<file path="config.mk">
export PLATFORM = sky130hd
export DESIGN_NAME = pipe_rr_arb
export DESIGN_NICKNAME = d
export VERILOG_FILES = /design/src/rtl/pipe_rr_arb.sv
export SDC_FILE = /design/constraint.sdc
export NUM_CORES = 1
export LEC_CHECK = 0
export BUFFER_PORTS_ARGS = -buffer_cell sky130_fd_sc_hd__buf_4
export CAP_MARGIN = 20
export CORE_AREA = 2 2 499 501
export CTS_CLUSTER_DIAMETER = 120
export DETAILED_ROUTE_END_ITERATION = 10
export DIE_AREA = 0 0 501 503
export HOLD_SLACK_MARGIN = 0.03
export PLACE_DENSITY = 0.3
export SETUP_SLACK_MARGIN = 0.4
export SYNTH_ARGS = -nofsm -noshare
export SYNTH_HDL_FRONTEND = slang
export SYNTH_SLANG_ARGS = --single-unit
</file>
<file path="constraint.sdc">
create_clock -name clk -period 8.9 [get_ports clk]
set_clock_uncertainty 0.2 [all_clocks]
set_input_delay 0.89 -clock clk [delete_from_list [all_inputs] [get_ports clk]]
set_output_delay 0.89 -clock clk [all_outputs]
set_load 0.01 [all_outputs]
</file>
<file path="src/rtl/pipe_rr_arb.sv">
// pipe_rr_arb: 4-way round-robin packet arbiter with a registered output stage
module pipe_rr_arb #(
    parameter int DATA_W = 256
) (
    input  logic                clk,
    input  logic                rst,
    input  logic                clr,
    input  logic [3:0]          in_valid,
    input  logic [4*DATA_W-1:0] in_data,
    input  logic [3:0]          in_last,
    output logic [3:0]          in_ready,
    output logic                out_valid,
    output logic [DATA_W-1:0]   out_data,
    output logic [1:0]          out_id,
    output logic                out_last,
    input  logic                out_ready,
    output logic                busy
);
    typedef enum logic {IDLE, LOCK} state_t;
    state_t              r_state, w_state_nxt;
    logic [1:0]          r_ptr, r_lock_id;
    logic                r_out_valid, r_out_last;
    logic [DATA_W-1:0]   r_out_data;
    logic [1:0]          r_out_id;
    logic                w_stage_ready, w_grant_vld, w_xfer, w_last;
    logic [1:0]          w_grant, w_cand;
    logic [DATA_W-1:0]   w_data;
    assign w_stage_ready = out_ready | ~r_out_valid;
    // grant: held by the packet owner in LOCK, else first valid requester from ptr
    always_comb begin
        w_grant_vld = 1'b0;
        w_grant     = r_ptr;
        w_cand      = r_ptr;
        if (r_state == LOCK) begin
            w_grant_vld = 1'b1;
            w_grant     = r_lock_id;
        end else begin
            for (int k = 3; k >= 0; k--) begin
                w_cand = r_ptr + 2'(k);
                if (in_valid[w_cand]) begin
                    w_grant_vld = 1'b1;
                    w_grant     = w_cand;
                end
            end
        end
    end
    assign in_ready  = (w_grant_vld & w_stage_ready & ~clr & ~rst) ? (4'(1) << w_grant) : 4'b0;
    assign w_xfer    = |(in_valid & in_ready);
    assign w_last    = in_last[w_grant];
    assign w_data    = in_data[int'(w_grant)*DATA_W +: DATA_W];
    assign out_valid = r_out_valid;
    assign out_data  = r_out_data;
    assign out_id    = r_out_id;
    assign out_last  = r_out_last;
    assign busy      = r_out_valid | (r_state == LOCK);
    // next state: a non-last beat locks the grant, a last beat releases it
    always_comb begin
        w_state_nxt = r_state;
        if (w_xfer) w_state_nxt = w_last ? IDLE : LOCK;
    end
    // state, pointer and lock owner registers
    always_ff @(posedge clk or posedge rst) begin
        if (rst) begin
            r_state   <= IDLE;
            r_ptr     <= 2'd0;
            r_lock_id <= 2'd0;
        end else if (clr) begin
            r_state   <= IDLE;
            r_ptr     <= 2'd0;
            r_lock_id <= 2'd0;
        end else begin
            r_state <= w_state_nxt;
            if (w_xfer && w_last) r_ptr <= w_grant + 2'd1;
            if (w_xfer && !w_last) r_lock_id <= w_grant;
        end
    end
    // output stage: load on transfer, drain when downstream accepts
    always_ff @(posedge clk or posedge rst) begin
        if (rst) begin
            r_out_valid <= 1'b0;
            r_out_data  <= '0;
            r_out_id    <= 2'd0;
            r_out_last  <= 1'b0;
        end else if (clr) begin
            r_out_valid <= 1'b0;
            r_out_data  <= '0;
            r_out_id    <= 2'd0;
            r_out_last  <= 1'b0;
        end else if (w_xfer) begin
            r_out_valid <= 1'b1;
            r_out_data  <= w_data;
            r_out_id    <= w_grant;
            r_out_last  <= w_last;
        end else if (out_ready) begin
            r_out_valid <= 1'b0;
        end
    end
endmodule

</file>
==> impl_metrics.sql, run 1 <==
INSERT INTO impl_metrics (metric_group, metric, value, unit) VALUES
('detailed_routing', 'drt_first_iter_violations', '780', ''),
('sta', 'fin_worst_hold_slack', '0.171', 'ns'),
('layout', 'layout_net_count', '4028', ''),
('logic_synthesis', 'synthArstFlopShare', '100', '%'),
('power', 'worst_vdd_rail_ir_drop', '146', 'uV'),
('logic_synthesis', 'commonest_register_cell_after_synthesis', 'dfrtp_1', ''),
('setup_path', 'path_class', 'flop to flop', ''),
('logic_synthesis', 'yosysTopAreaCell', 'mux2i_1', ''),
('logic_synthesis', 'synth.yosys.warnings', '0', ''),
('global_routing', 'grt_pass1_vias', '20600', ''),
('clocking', 'clk_pin_slew_worst_paths', '0.06', 'ns'),
('detailed_routing', 'vias', '19300', ''),
('floorplan', 'fp-row-count', '183', ''),
('place', 'place.detailed.instances', '6181', ''),
('detailed_routing', 'drc', '0', ''),
('sta', 'timing.final.setup_violations', '0', ''),
('sta', 'fin_crit', '3.92', 'ns'),
('setup_path', 'worst_setup_path_start_kind', 'flop', ''),
('sta', 'timing.fmax', '255', 'MHz'),
('setup_path', 'critical_path_capture_point_type', 'flop', ''),
('logic_synthesis', 'yosysUniqueCellTypes', '46', ''),
('setup_path', 'cp_data_required_time', '9.27', 'ns'),
('place', 'io_buffer_count', '1300', ''),
('global_routing', 'grt_usage', '13.1', '%'),
('logic_synthesis', 'seq_area_frac_synth', '34.1', '%'),
('floorplan', 'design.die.area', '252000', 'sq um'),
('sta', 'timing_hold_violations_final', '0', ''),
('layout', 'syn_to_final_growth', '76.7', '%'),
('setup_path', 'cp.arrival', '4.29', 'ns'),
('clocking', 'cts.repair.resized', '0', ''),
('clocking', 'cts_num_sinks', '265', ''),
('detailed_routing', 'wirelength', '173000', 'microns'),
('logic_synthesis', 'synth_largest_type_area_fraction', '39.7', '%'),
('layout', 'post_route_cells_drive_above_1_share', '54.1', '%'),
('run', 'max_cap_viol_count', '0', ''),
('detailed_routing', 'drt-pass1-iter-count', '5', ''),
('detailed_routing', 'antenna_violating_nets_post_route', '0', ''),
('logic_synthesis', 'syn-instance-count', '1761', ''),
('clocking', 'worst_skew_pair.late_latency', '0.63', 'ns'),
('clocking', 'tritoncts.num_buffers', '46', ''),
('clocking', 'cts_hold_buf', '0', ''),
('logic_synthesis', 'syn-mean-instance-area', '11.0', 'sq um'),
('clocking', 'clockBufferDepth', '3', ''),
('logic_synthesis', 'synth_common_cells', '771 x mux2i_1, 267 x nand2_1, 265 x dfrtp_1', ''),
('clocking', 'tritoncts', 'yes', ''),
('power', 'total_leakage_power', '0.0163', 'uW'),
('layout', 'count_of_filler_cells_inserted_in_the_layout', '28100', ''),
('logic_synthesis', 'number_of_synthesized_flops_with_an_enable_pin', '0', ''),
('floorplan', 'fp.dieH', '503', 'microns'),
('place', 'routabilityCongestion', '0.786', ''),
('sta', 'worst_slew_pin_slew', '1.07', 'ns'),
('logic_synthesis', 'synth.most_common_cell', 'mux2i_1', ''),
('logic_synthesis', 'synth_area', '19400', 'sq um'),
('logic_synthesis', 'synthesis.nets', '2797', ''),
('sta', 'fin_setup_tns', '0', 'ns'),
('clocking', 'clock_tree.htree_level_count', '2', ''),
('global_routing', 'number_of_antenna_violations_at_the_first_check_in_global_routing', '105', ''),
('sta', 'timing.final.max_slew_violations', '0', ''),
('global_routing', 'pin_count_of_the_biggest_net_entering_global_routing', '111', ''),
('setup_path', 'worst-path-max-fanout', '94', ''),
('clocking', 'post-cts-setup-buffer-count', '0', ''),
('setup_path', 'timing.reg2reg.setup_slack', '4.98', 'ns'),
('floorplan', 'die_outline_width', '501', 'microns'),
('place', 'place_hpwl', '146000', 'microns'),
('logic_synthesis', 'synth.ff_latch_count', '265', ''),
('global_routing', 'wire_length_of_the_first_global_routing_pass', '217000', 'microns'),
('worst_hold_path', 'hold_class', 'input pin to asynchronous set/reset pin', ''),
('floorplan', 'floorplan.io_pins', '1301', ''),
('clocking', 'root_buffer', 'clkbuf_16', ''),
('logic_synthesis', 'synthTopCellsByArea', 'mux2i_1 40%, dfrtp_1 34%, mux2_2 13%, nand2_1 5.2%, buf_4 2.0%', ''),
('power', 'pwr_density_cell', '174', 'nW/um^2'),
('global_routing', 'grt.overflow.total', '0', ''),
('sta', 'period_share', '44.1', '%'),
('layout', 'finish.cell_count_without_fillers', '6292', ''),
('sta', 'grt_setup_unrepaired', 'no', ''),
('detailed_routing', 'route.detailed.wl_per_inst', '27.5', 'microns'),
('floorplan', 'core_area', '247000', 'sq um'),
('detailed_routing', 'avgViaCountPerCell', '3.07', ''),
('sta', 'max_slew_margin', '28.6', '%'),
('status', 'run_status', 'complete, no violations', ''),
('floorplan', 'initial_utilization', '7.87', '%');
[report_power, final]
| part | switching, uW | internal [uW] | total (uW) |
|---|---|---|---|
| clock | 810 | 1060 | 1870 |
| sequential | 150 | 1400 | 1550 |
| combinational | 1370 | 1200 | 2560 |
| total | 2330 | 3660 | 5990 |
[flip-flops by register name, indices dropped and copies added, names as in the netlist]
register,cells
out_data,256
r_state,1
r_lock_id,2
out_valid,1
r_ptr,2
out_id,2
out_last,1
[layer usage]
| metal | wire length, microns | up-vias | track usage (%) |
|---|---|---|---|
| li1 | - | 8852 | - |
| met1 | 70500 | 9199 | 15.5 |
| met2 | 76300 | 1023 | 20.4 |
| met3 | 23500 | 191 | 7.78 |
| met4 | 2300 | 76 | 1.94 |
| met5 | 524 | - | 0 |
[path summary, 6_finish.rpt]
kind / start / to / cells past startpoint
setup reg to reg: r_state / out_data[127] / 9
hold / removal: rst / out_last / 2
setup / recovery: r_state / out_data[127] / 9
max in group asynchronous: rst / out_data[183] / 3
hold reg to reg: out_id[0] / out_id[0] / 1
min in group clk: clr / out_last / 2
[worst max-delay path, stage by stage, from the launching register on]
cell and delay, ns:
dfrtp_1 0.56, clkinv_1 0.14, o2111ai_1 0.22, o21ai_4 0.37
buf_12 0.29, buf_12 0.46, buf_4 0.58, mux2i_1 0.14
mux2_2 0.29, mux2i_1 0.14
[through the flow]
step,cell area [sq um],setup WS [ns],utilization (%),power (uW)
floorplan,19400,0.513,-,2730
global placement,32800,4.57,13.3,4220
detailed placement,32800,4.49,13.3,4220
CTS,34300,5.01,13.9,6210
global route,34300,4.82,13.9,6350
finish,34300,4.98,13.9,5990
[cell type report]
cell class	instances	area [sq um]	area share [%]
clock inverter	21	189	0.550
tap	3237	4050	11.8
timing repair buffer	1328	10100	29.4
antenna	27	67.6	0.197
multi-input combinational	1346	12000	35.0
sequential	265	6630	19.3
clock buffer	63	1270	3.71
inverter	5	33.8	0.0984
[cell families (layout without fill, tap and decap cells)]
group / Yosys count / after routing / synth area share [%]
muxes: 1028 / 1028 / 54.6
and+or+nand+nor: 289 / 289 / 5.80
DFF: 265 / 265 / 34.1
buffers and inverters: 150 / 1417 / 4.27
AOI/OAI and AO/OA: 28 / 28 / 1.15
xor gates and xnor gates: 1 / 1 / 0.0451
other: 0 / 27 / 0
[layout by cell type (no fill, tap or decap), types with 2 or more instances in the layout]
| cell | count |
|---|---|
| mux2i_1 | 771 |
| inv_6 | 3 |
| nand2b_1 | 4 |
| nor2_1 | 5 |
| clkinv_4 | 3 |
| clkbuf_16 | 46 |
| diode_2 | 27 |
| dfrtp_1 | 265 |
| mux2_1 | 30 |
| clkbuf_8 | 6 |
| inv_8 | 2 |
| mux2_2 | 226 |
| nor2b_1 | 3 |
| buf_12 | 9 |
| a31oi_1 | 2 |
| bufinv_16 | 2 |
| o211ai_1 | 3 |
| nand3_1 | 3 |
| nand2_1 | 267 |
| o2111ai_1 | 2 |
| a21oi_1 | 4 |
| clkinv_2 | 12 |
| buf_4 | 1319 |
| clkbuf_1 | 11 |
| inv_1 | 2 |
Power figures use the tool's default switching activity.
==> run 2: changes to the inputs <==
- ABC_AREA: not set -> 1
- CORE_AREA: 2 2 499 501 -> 2 2 505 507
- DIE_AREA: 0 0 501 503 -> 0 0 507 509
- clock period: 8.9 -> 3.55 ns (I/O delays scaled with it)
==> impl_metrics.sql, run 2 <==
INSERT INTO impl_metrics (metric_group, metric, value, unit) VALUES
('logic_synthesis', 'synth_largest_type_area_fraction', '40.7', '%'),
('setup_path', 'critical_path_capture_point_type', 'output port', ''),
('global_routing', 'grt.overflow.total', '0', ''),
('sta', 'max_slew_margin', '26.1', '%'),
('floorplan', 'fp-row-count', '185', ''),
('logic_synthesis', 'synthArstFlopShare', '100', '%'),
('setup_path', 'worst_setup_path_start_kind', 'flop', ''),
('layout', 'mostFrequentLayoutCell', 'buf_4', ''),
('clocking', 'cts_num_sinks', '265', ''),
('sta', 'fin_worst_hold_slack', '0.0640', 'ns'),
('place', 'routabilityCongestion', '0.910', ''),
('detailed_routing', 'avgViaCountPerCell', '3.40', ''),
('place', 'io_buffer_count', '1300', ''),
('floorplan', 'design.die.area', '258000', 'sq um'),
('worst_hold_path', 'hold_class', 'input pin to flop', ''),
('sta', 'worst_slew_pin_slew', '1.11', 'ns'),
('power', 'pwr-share-comb', '76.1', '%'),
('global_routing', 'grtUsageMet2', '23.3', '%'),
('detailed_routing', 'vias', '27600', ''),
('global_routing', 'globalRouteMet3Util', '4.55', '%'),
('sta', 'timing.fmax', '307', 'MHz'),
('global_routing', 'grt_pass1_vias', '29100', ''),
('setup_path', 'timing.reg2reg.setup_slack', '0.31', 'ns'),
('sta', 'grt_setup_unrepaired', 'yes', ''),
('sta', 'fin_crit', '3.25', 'ns'),
('logic_synthesis', 'syn-mean-instance-area', '6.86', 'sq um'),
('place', 'dp_worst_setup_slack', '-0.0924', 'ns'),
('power', 'worst_vdd_rail_ir_drop', '803', 'uV'),
('setup_path', 'reg2reg_from', 'r_ptr[0]', ''),
('detailed_routing', 'route.detailed.wl_per_inst', '24.4', 'microns'),
('clocking', 'tritoncts.num_buffers', '42', ''),
('logic_synthesis', 'synthesis.nets', '3415', ''),
('sta', 'timing.final.setup_violations', '0', ''),
('detailed_routing', 'antenna_violating_nets_post_route', '0', ''),
('layout', 'layout.cells.most_common_list', '1396 x buf_4, 1014 x dlygate4sd3_1, 797 x nand2_1', ''),
('logic_synthesis', 'synth.most_common_cell', 'nand2_1', ''),
('clocking', 'clockBufferDepth', '3', ''),
('floorplan', 'initial_utilization', '6.45', '%'),
('power', 'p_seq_share', '12.7', '%'),
('logic_synthesis', 'yosysUniqueCellTypes', '29', ''),
('power', 'switching_share', '55.1', '%'),
('clocking', 'worst_skew_pair.late_latency', '0.64', 'ns'),
('sta', 'timing_hold_violations_final', '0', ''),
('logic_synthesis', 'number_of_synthesized_flops_with_an_enable_pin', '0', ''),
('logic_synthesis', 'yosysTopAreaCell', 'dfrtp_1', ''),
('global_routing', 'wire_length_of_the_first_global_routing_pass', '250000', 'microns'),
('power', 'cell_internal_pwr', '18000', 'uW'),
('run', 'max_cap_viol_count', '0', ''),
('layout', 'multi_input_area', '8860', 'sq um'),
('logic_synthesis', 'synth_area', '16300', 'sq um'),
('place', 'place_hpwl', '160000', 'microns'),
('worst_hold_path', 'timing.hold.worst.start', 'in_data[826]', ''),
('detailed_routing', 'drt_first_iter_violations', '1716', ''),
('global_routing', 'number_of_antenna_violations_at_the_first_check_in_global_routing', '78', ''),
('power', 'total_leakage_power', '0.0197', 'uW'),
('sta', 'period_share', '91.7', '%'),
('layout', 'seqCellArea', '6630', 'sq um'),
('layout', 'count_of_filler_cells_inserted_in_the_layout', '28700', ''),
('status', 'run_status', 'complete, no violations', ''),
('layout', 'syn_to_final_growth', '167', '%'),
('logic_synthesis', 'synth.ff_latch_count', '265', ''),
('setup_path', 'cp.arrival', '2.70', 'ns'),
('logic_synthesis', 'synth.yosys.warnings', '0', ''),
('detailed_routing', 'drc', '0', ''),
('layout', 'post_route_cells_drive_above_1_share', '34.5', '%'),
('setup_path', 'cp_data_required_time', '2.99', 'ns'),
('power', 'power_share_of_the_clock_group', '11.2', '%'),
('setup_path', 'crit_start', 'r_ptr[0]', ''),
('global_routing', 'gr-usage-met1', '17.6', '%'),
('global_routing', 'grt_usage', '14.2', '%'),
('detailed_routing', 'wirelength', '199000', 'microns'),
('floorplan', 'die_outline_width', '507', 'microns'),
('layout', 'largest_register_ff_count', '256', ''),
('global_routing', 'pin_count_of_the_biggest_net_entering_global_routing', '77', ''),
('logic_synthesis', 'syn-instance-count', '2379', ''),
('clocking', 'root_buffer', 'clkbuf_16', ''),
('detailed_routing', 'drt-pass1-iter-count', '5', ''),
('floorplan', 'core_area', '253000', 'sq um'),
('sta', 'fin_ws', '0.295', 'ns'),
('setup_path', 'path_class', 'flop to output port', ''),
('setup_path', 'worst-path-max-fanout', '7', ''),
('clocking', 'clock_tree.htree_level_count', '2', ''),
('sta', 'timing.final.max_slew_violations', '0', ''),
('logic_synthesis', 'synth_common_cells', '816 x nand2_1, 533 x nand3_1, 265 x dfrtp_1', ''),
('logic_synthesis', 'synthTopCellsByArea', 'dfrtp_1 41%, nand2_1 19%, nand3_1 16%, a21oi_1 7.9%, o21ai_1 7.2%', ''),
('logic_synthesis', 'seq_area_frac_synth', '40.7', '%'),
('power', 'netSwitchingPower', '22100', 'uW'),
('clocking', 'tritoncts', 'yes', ''),
('power', 'pwr_density_cell', '919', 'nW/um^2'),
('layout', 'layout_net_count', '5758', ''),
('floorplan', 'floorplan.io_pins', '1301', ''),
('logic_synthesis', 'commonest_register_cell_after_synthesis', 'dfrtp_1', ''),
('clocking', 'clk_pin_slew_worst_paths', '0.05', 'ns'),
('floorplan', 'fp.dieH', '509', 'microns'),
('global_routing', 'global_route.peak_usage_layer', 'met2', '');
==> run 2: cell count changes after synthesis, moves of 16 or more <==
| cell | change |
|---|---|
| a21oi_1 | +252 |
| buf_2 | +52 |
| buf_4 | -42 |
| buf_6 | +16 |
| clkbuf_1 | +28 |
| mux2_1 | -30 |
| mux2_2 | -226 |
| mux2i_1 | -771 |
| nand2_1 | +549 |
| nand3_1 | +530 |
| o21ai_0 | +28 |
| o21ai_1 | +233 |
==> run 2: final cells by class <==
class	count	share of cell area (%)
Inverter	16	0.195
Clock buffer	62	2.89
Multi-Input combinational cell	1899	20.3
Timing Repair Buffer	2498	51.2
Antenna cell	22	0.126
Tap cell	3366	9.66
Sequential cell	265	15.2
Clock inverter	13	0.353
==> run 2: worst paths after layout <==
check,cells after the start,to
worst max-delay path,14,in_ready[1]
worst min-delay path,5,out_data[58]
worst max register to register,17,out_data[100]
worst min register to register,2,out_last
max in group asynchronous,5,out_data[159]
min in group asynchronous,3,out_data[160]
==> run 2: layer usage <==
metal / vias to the layer above / routed length (microns)
met3: 243 / 16000
met5: - / 328
li1: 12800 / -
met4: 54 / 6290
met2: 1302 / 91200
met1: 13200 / 85000
==> run 2: worst max-delay path, cell delays in order (launching register included) <==
cell and delay (ns):
dfrtp_2 0.48, buf_6 0.15, xnor2_4 0.13, a21oi_2 0.17, nand2_2 0.09, nand3_2 0.08
buf_4 0.11, nand2_2 0.04, nand3_2 0.07, nand2_4 0.08, nor2_4 0.14, buf_12 0.14
inv_4 0.03, nor2_4 0.18, buf_6 0.15
==> run 2: logic make-up after synthesis <==
kind of cell	Yosys count	share of synthesized area [%]
DFF	265	40.7
xor gates and xnor gates	1	0.0998
and+or+nand+nor	1377	36.4
AOI/OAI and AO/OA	521	16.0
buffers and inverters	215	6.81
==> run 2: power groups by stage <==
| stage | Clock (uW) | Sequential (uW) | Combinational, uW |
|---|---|---|---|
| final | 4480 | 5110 | 30500 |
| after global routing | 4830 | 5270 | 33100 |
| after CTS | 4770 | 5150 | 29100 |
| after detailed placement | 0 | 5170 | 27200 |
| after global placement | 0 | 5170 | 27300 |
| after floorplan | 0 | 5340 | 12300 |
==> run 2: per-stage QoR <==
step / cells / total power, uW / util [%] / TNS (ns) / cell area, sq um
finish: 8141 / 40000 / 17.2 / 0 / 43600
global placement: 6981 / 32400 / 12.2 / -0.105 / 30800
floorplan: 2379 / 17600 / - / -133.16 / 16300
CTS: 8084 / 39100 / 16.9 / -0.0580 / 42700
global route: 8129 / 43200 / 17.2 / 0 / 43600
detailed placement: 6981 / 32400 / 12.2 / -0.0924 / 30800
==> run 2: timing repair <==
action | 4_1_cts | 5_1_grt
hold endpoints to repair | 306 | 0
pin swaps | 11 | 11
setup endpoints to repair | 194 | 220
gates resized for setup | 44 | 72
buffers inserted | 13 | 17
cloned | 1 | 18
hold buffers | 1014 | 0
==> run 3: changes to the inputs <==
--- a/constraint.sdc
+++ b/constraint.sdc
@@ -4,2 +4,2 @@
 set_output_delay 0.355 -clock clk [all_outputs]
-set_load 0.01 [all_outputs]
+set_load 0.05 [all_outputs]
==> impl_metrics.sql, run 3 (synthesis results as in run 2) <==
INSERT INTO impl_metrics (metric_group, metric, value, unit) VALUES
('worst_hold_path', 'hold_class', 'input pin to flop', ''),
('power', 'power_share_of_the_clock_group', '9.7', '%'),
('floorplan', 'initial_utilization', '6.45', '%'),
('detailed_routing', 'drc', '0', ''),
('power', 'worst_vdd_rail_ir_drop', '822', 'uV'),
('layout', 'mostFrequentLayoutCell', 'buf_4', ''),
('sta', 'timing.final.max_slew_violations', '0', ''),
('detailed_routing', 'met2_wirelength', '95700', 'microns'),
('place', 'place_hpwl', '159000', 'microns'),
('place', 'dp_worst_setup_slack', '0.178', 'ns'),
('sta', 'grt_setup_unrepaired', 'yes', ''),
('clocking', 'tritoncts.num_buffers', '46', ''),
('clocking', 'worst_skew_pair.late_latency', '0.65', 'ns'),
('sta', 'fin_crit', '3.21', 'ns'),
('clocking', 'cts_num_sinks', '265', ''),
('detailed_routing', 'drt_first_iter_violations', '1513', ''),
('power', 'pwr-share-comb', '80.1', '%'),
('global_routing', 'grt_usage', '14.1', '%'),
('setup_path', 'crit_start', 'r_ptr[0]', ''),
('setup_path', 'worst_setup_path_start_kind', 'flop', ''),
('setup_path', 'critical_path_capture_point_type', 'output port', ''),
('power', 'total_leakage_power', '0.0210', 'uW'),
('setup_path', 'worst-path-max-fanout', '7', ''),
('status', 'run_status', 'complete, no violations', ''),
('setup_path', 'path_class', 'flop to output port', ''),
('layout', 'largest_register_ff_count', '256', ''),
('power', 'pwr_density_cell', '1070', 'nW/um^2'),
('layout', 'count_of_filler_cells_inserted_in_the_layout', '28500', ''),
('detailed_routing', 'met1_length', '89300', 'microns'),
('global_routing', 'wire_length_of_the_first_global_routing_pass', '250000', 'microns'),
('layout', 'layout_net_count', '5834', ''),
('floorplan', 'fp-row-count', '185', ''),
('sta', 'fin_ws', '0.335', 'ns'),
('sta', 'timing_hold_violations_final', '0', ''),
('sta', 'timing.fmax', '311', 'MHz'),
('setup_path', 'reg2reg_from', 'r_ptr[0]', ''),
('sta', 'max_slew_margin', '52.6', '%'),
('sta', 'fin_setup_tns', '0', 'ns'),
('place', 'io_buffer_count', '1300', ''),
('clocking', 'clk_pin_slew_worst_paths', '0.06', 'ns'),
('floorplan', 'floorplan.io_pins', '1301', ''),
('detailed_routing', 'vias', '28300', ''),
('run', 'max_cap_viol_count', '0', ''),
('clocking', 'tritoncts', 'yes', ''),
('detailed_routing', 'met3WireLength', '17800', 'microns'),
('global_routing', 'grt_pass1_vias', '28900', ''),
('global_routing', 'pin_count_of_the_biggest_net_entering_global_routing', '86', ''),
('clocking', 'clock_tree.htree_level_count', '2', ''),
('sta', 'period_share', '90.6', '%'),
('clocking', 'root_buffer', 'clkbuf_16', ''),
('floorplan', 'design.die.area', '258000', 'sq um'),
('floorplan', 'core_area', '253000', 'sq um'),
('detailed_routing', 'wirelength', '209000', 'microns'),
('detailed_routing', 'route.top_layer_used', 'met5', ''),
('place', 'routabilityCongestion', '0.918', ''),
('sta', 'timing.final.setup_violations', '0', ''),
('global_routing', 'grt.overflow.total', '0', ''),
('clocking', 'clockBufferDepth', '3', ''),
('layout', 'post_route_cells_drive_above_1_share', '38.9', '%'),
('global_routing', 'number_of_antenna_violations_at_the_first_check_in_global_routing', '81', ''),
('power', 'switching_share', '57.2', '%'),
('detailed_routing', 'avgViaCountPerCell', '3.44', ''),
('sta', 'worst_slew_pin_slew', '0.709', 'ns'),
('floorplan', 'fp.dieH', '509', 'microns'),
('layout', 'layout.cells.most_common_list', '1360 x buf_4, 1024 x dlygate4sd3_1, 762 x nand2_1', ''),
('layout', 'syn_to_final_growth', '184', '%'),
('setup_path', 'cp_data_required_time', '2.99', 'ns'),
('detailed_routing', 'route.detailed.wl_per_inst', '25.4', 'microns'),
('detailed_routing', 'antenna_violating_nets_post_route', '0', ''),
('floorplan', 'die_outline_width', '507', 'microns'),
('worst_hold_path', 'timing.hold.worst.start', 'in_data[843]', ''),
('power', 'netSwitchingPower', '28300', 'uW'),
('power', 'p_seq_share', '10.2', '%'),
('detailed_routing', 'drt-pass1-iter-count', '5', ''),
('power', 'cell_internal_pwr', '21200', 'uW'),
('setup_path', 'cp.arrival', '2.66', 'ns');
==> run 3: cell type report <==
type | count | area (sq um) | share of cell area, %
flip-flops and latches | 265 | 6630 | 14.3
diodes | 33 | 82.6 | 0.178
clock buffers | 62 | 1280 | 2.76
multi-input cells | 1899 | 9760 | 21.0
clock inverters | 23 | 262 | 0.564
repair buffers | 2570 | 24100 | 51.9
inverters | 16 | 85.1 | 0.183
well taps | 3366 | 4210 | 9.08
==> run 3: worst paths after layout <==
| kind | end | slack (ns) | cells after the start |
|---|---|---|---|
| max in group asynchronous | out_data[84] | 1.82 | 4 |
| worst min register to register | r_lock_id[1] | 0.31 | 2 |
| worst max-delay path | in_ready[2] | 0.34 | 12 |
| worst min-delay path | out_data[75] | 0.06 | 5 |
| min in group asynchronous | out_valid | 0.31 | 3 |
| worst max register to register | out_data[130] | 0.35 | 19 |
==> run 3: repair_timing <==
item | in CTS | in global routing
hold buffers | 1021 | 3
endpoints found under the setup margin | 205 | 255
pin swaps | 10 | 48
buffers inserted | 16 | 42
gates resized for setup | 56 | 382
cloned | 1 | 66
endpoints found under the hold margin | 266 | 3
==> run 3: power by group through the flow <==
stage | logic, uW | registers [uW] | clock network [uW]
after floorplan | 12300 | 8670 | 0
after global placement | 30600 | 5100 | 0
after detailed placement | 30600 | 5110 | 0
after CTS | 32700 | 5090 | 5050
after global routing | 42300 | 5220 | 5110
final | 39600 | 5070 | 4790
==> run 3: metal layers <==
| metal | global-route usage, % | up-vias |
|---|---|---|
| met4 | 4.25 | 44 |
| met2 | 23.1 | 1245 |
| li1 | - | 13000 |
| met1 | 17.2 | 13800 |
| met5 | 0 | - |
| met3 | 5.11 | 244 |
==> run 3: through the flow <==
step | instances | util, % | power (uW) | cell area, sq um | hold slack (ns)
5_1_grt | 8217 | 18.3 | 52600 | 46300 | 0.0638
4_1_cts | 8090 | 16.9 | 42800 | 42800 | 0.0368
3_5_place_dp | 6967 | 12.1 | 35700 | 30700 | 0.301
3_3_place_gp | 6967 | 12.1 | 35700 | 30700 | 0.299
2_1_floorplan | 2379 | - | 21000 | 16300 | 0.272
6_report | 8234 | 18.4 | 49500 | 46400 | 0.0563
==> run 3: worst max-delay path, stage by stage (launching register included) <==
cell and delay [ns]:
dfrtp_2 0.49, buf_8 0.18, xnor2_4 0.21, a21oi_4 0.08, nand2_2 0.10, nand4_1 0.12, nand3_2 0.11, nand2_4 0.06
nor2_4 0.11, buf_12 0.15, inv_4 0.04, nor2_4 0.15, buf_8 0.17
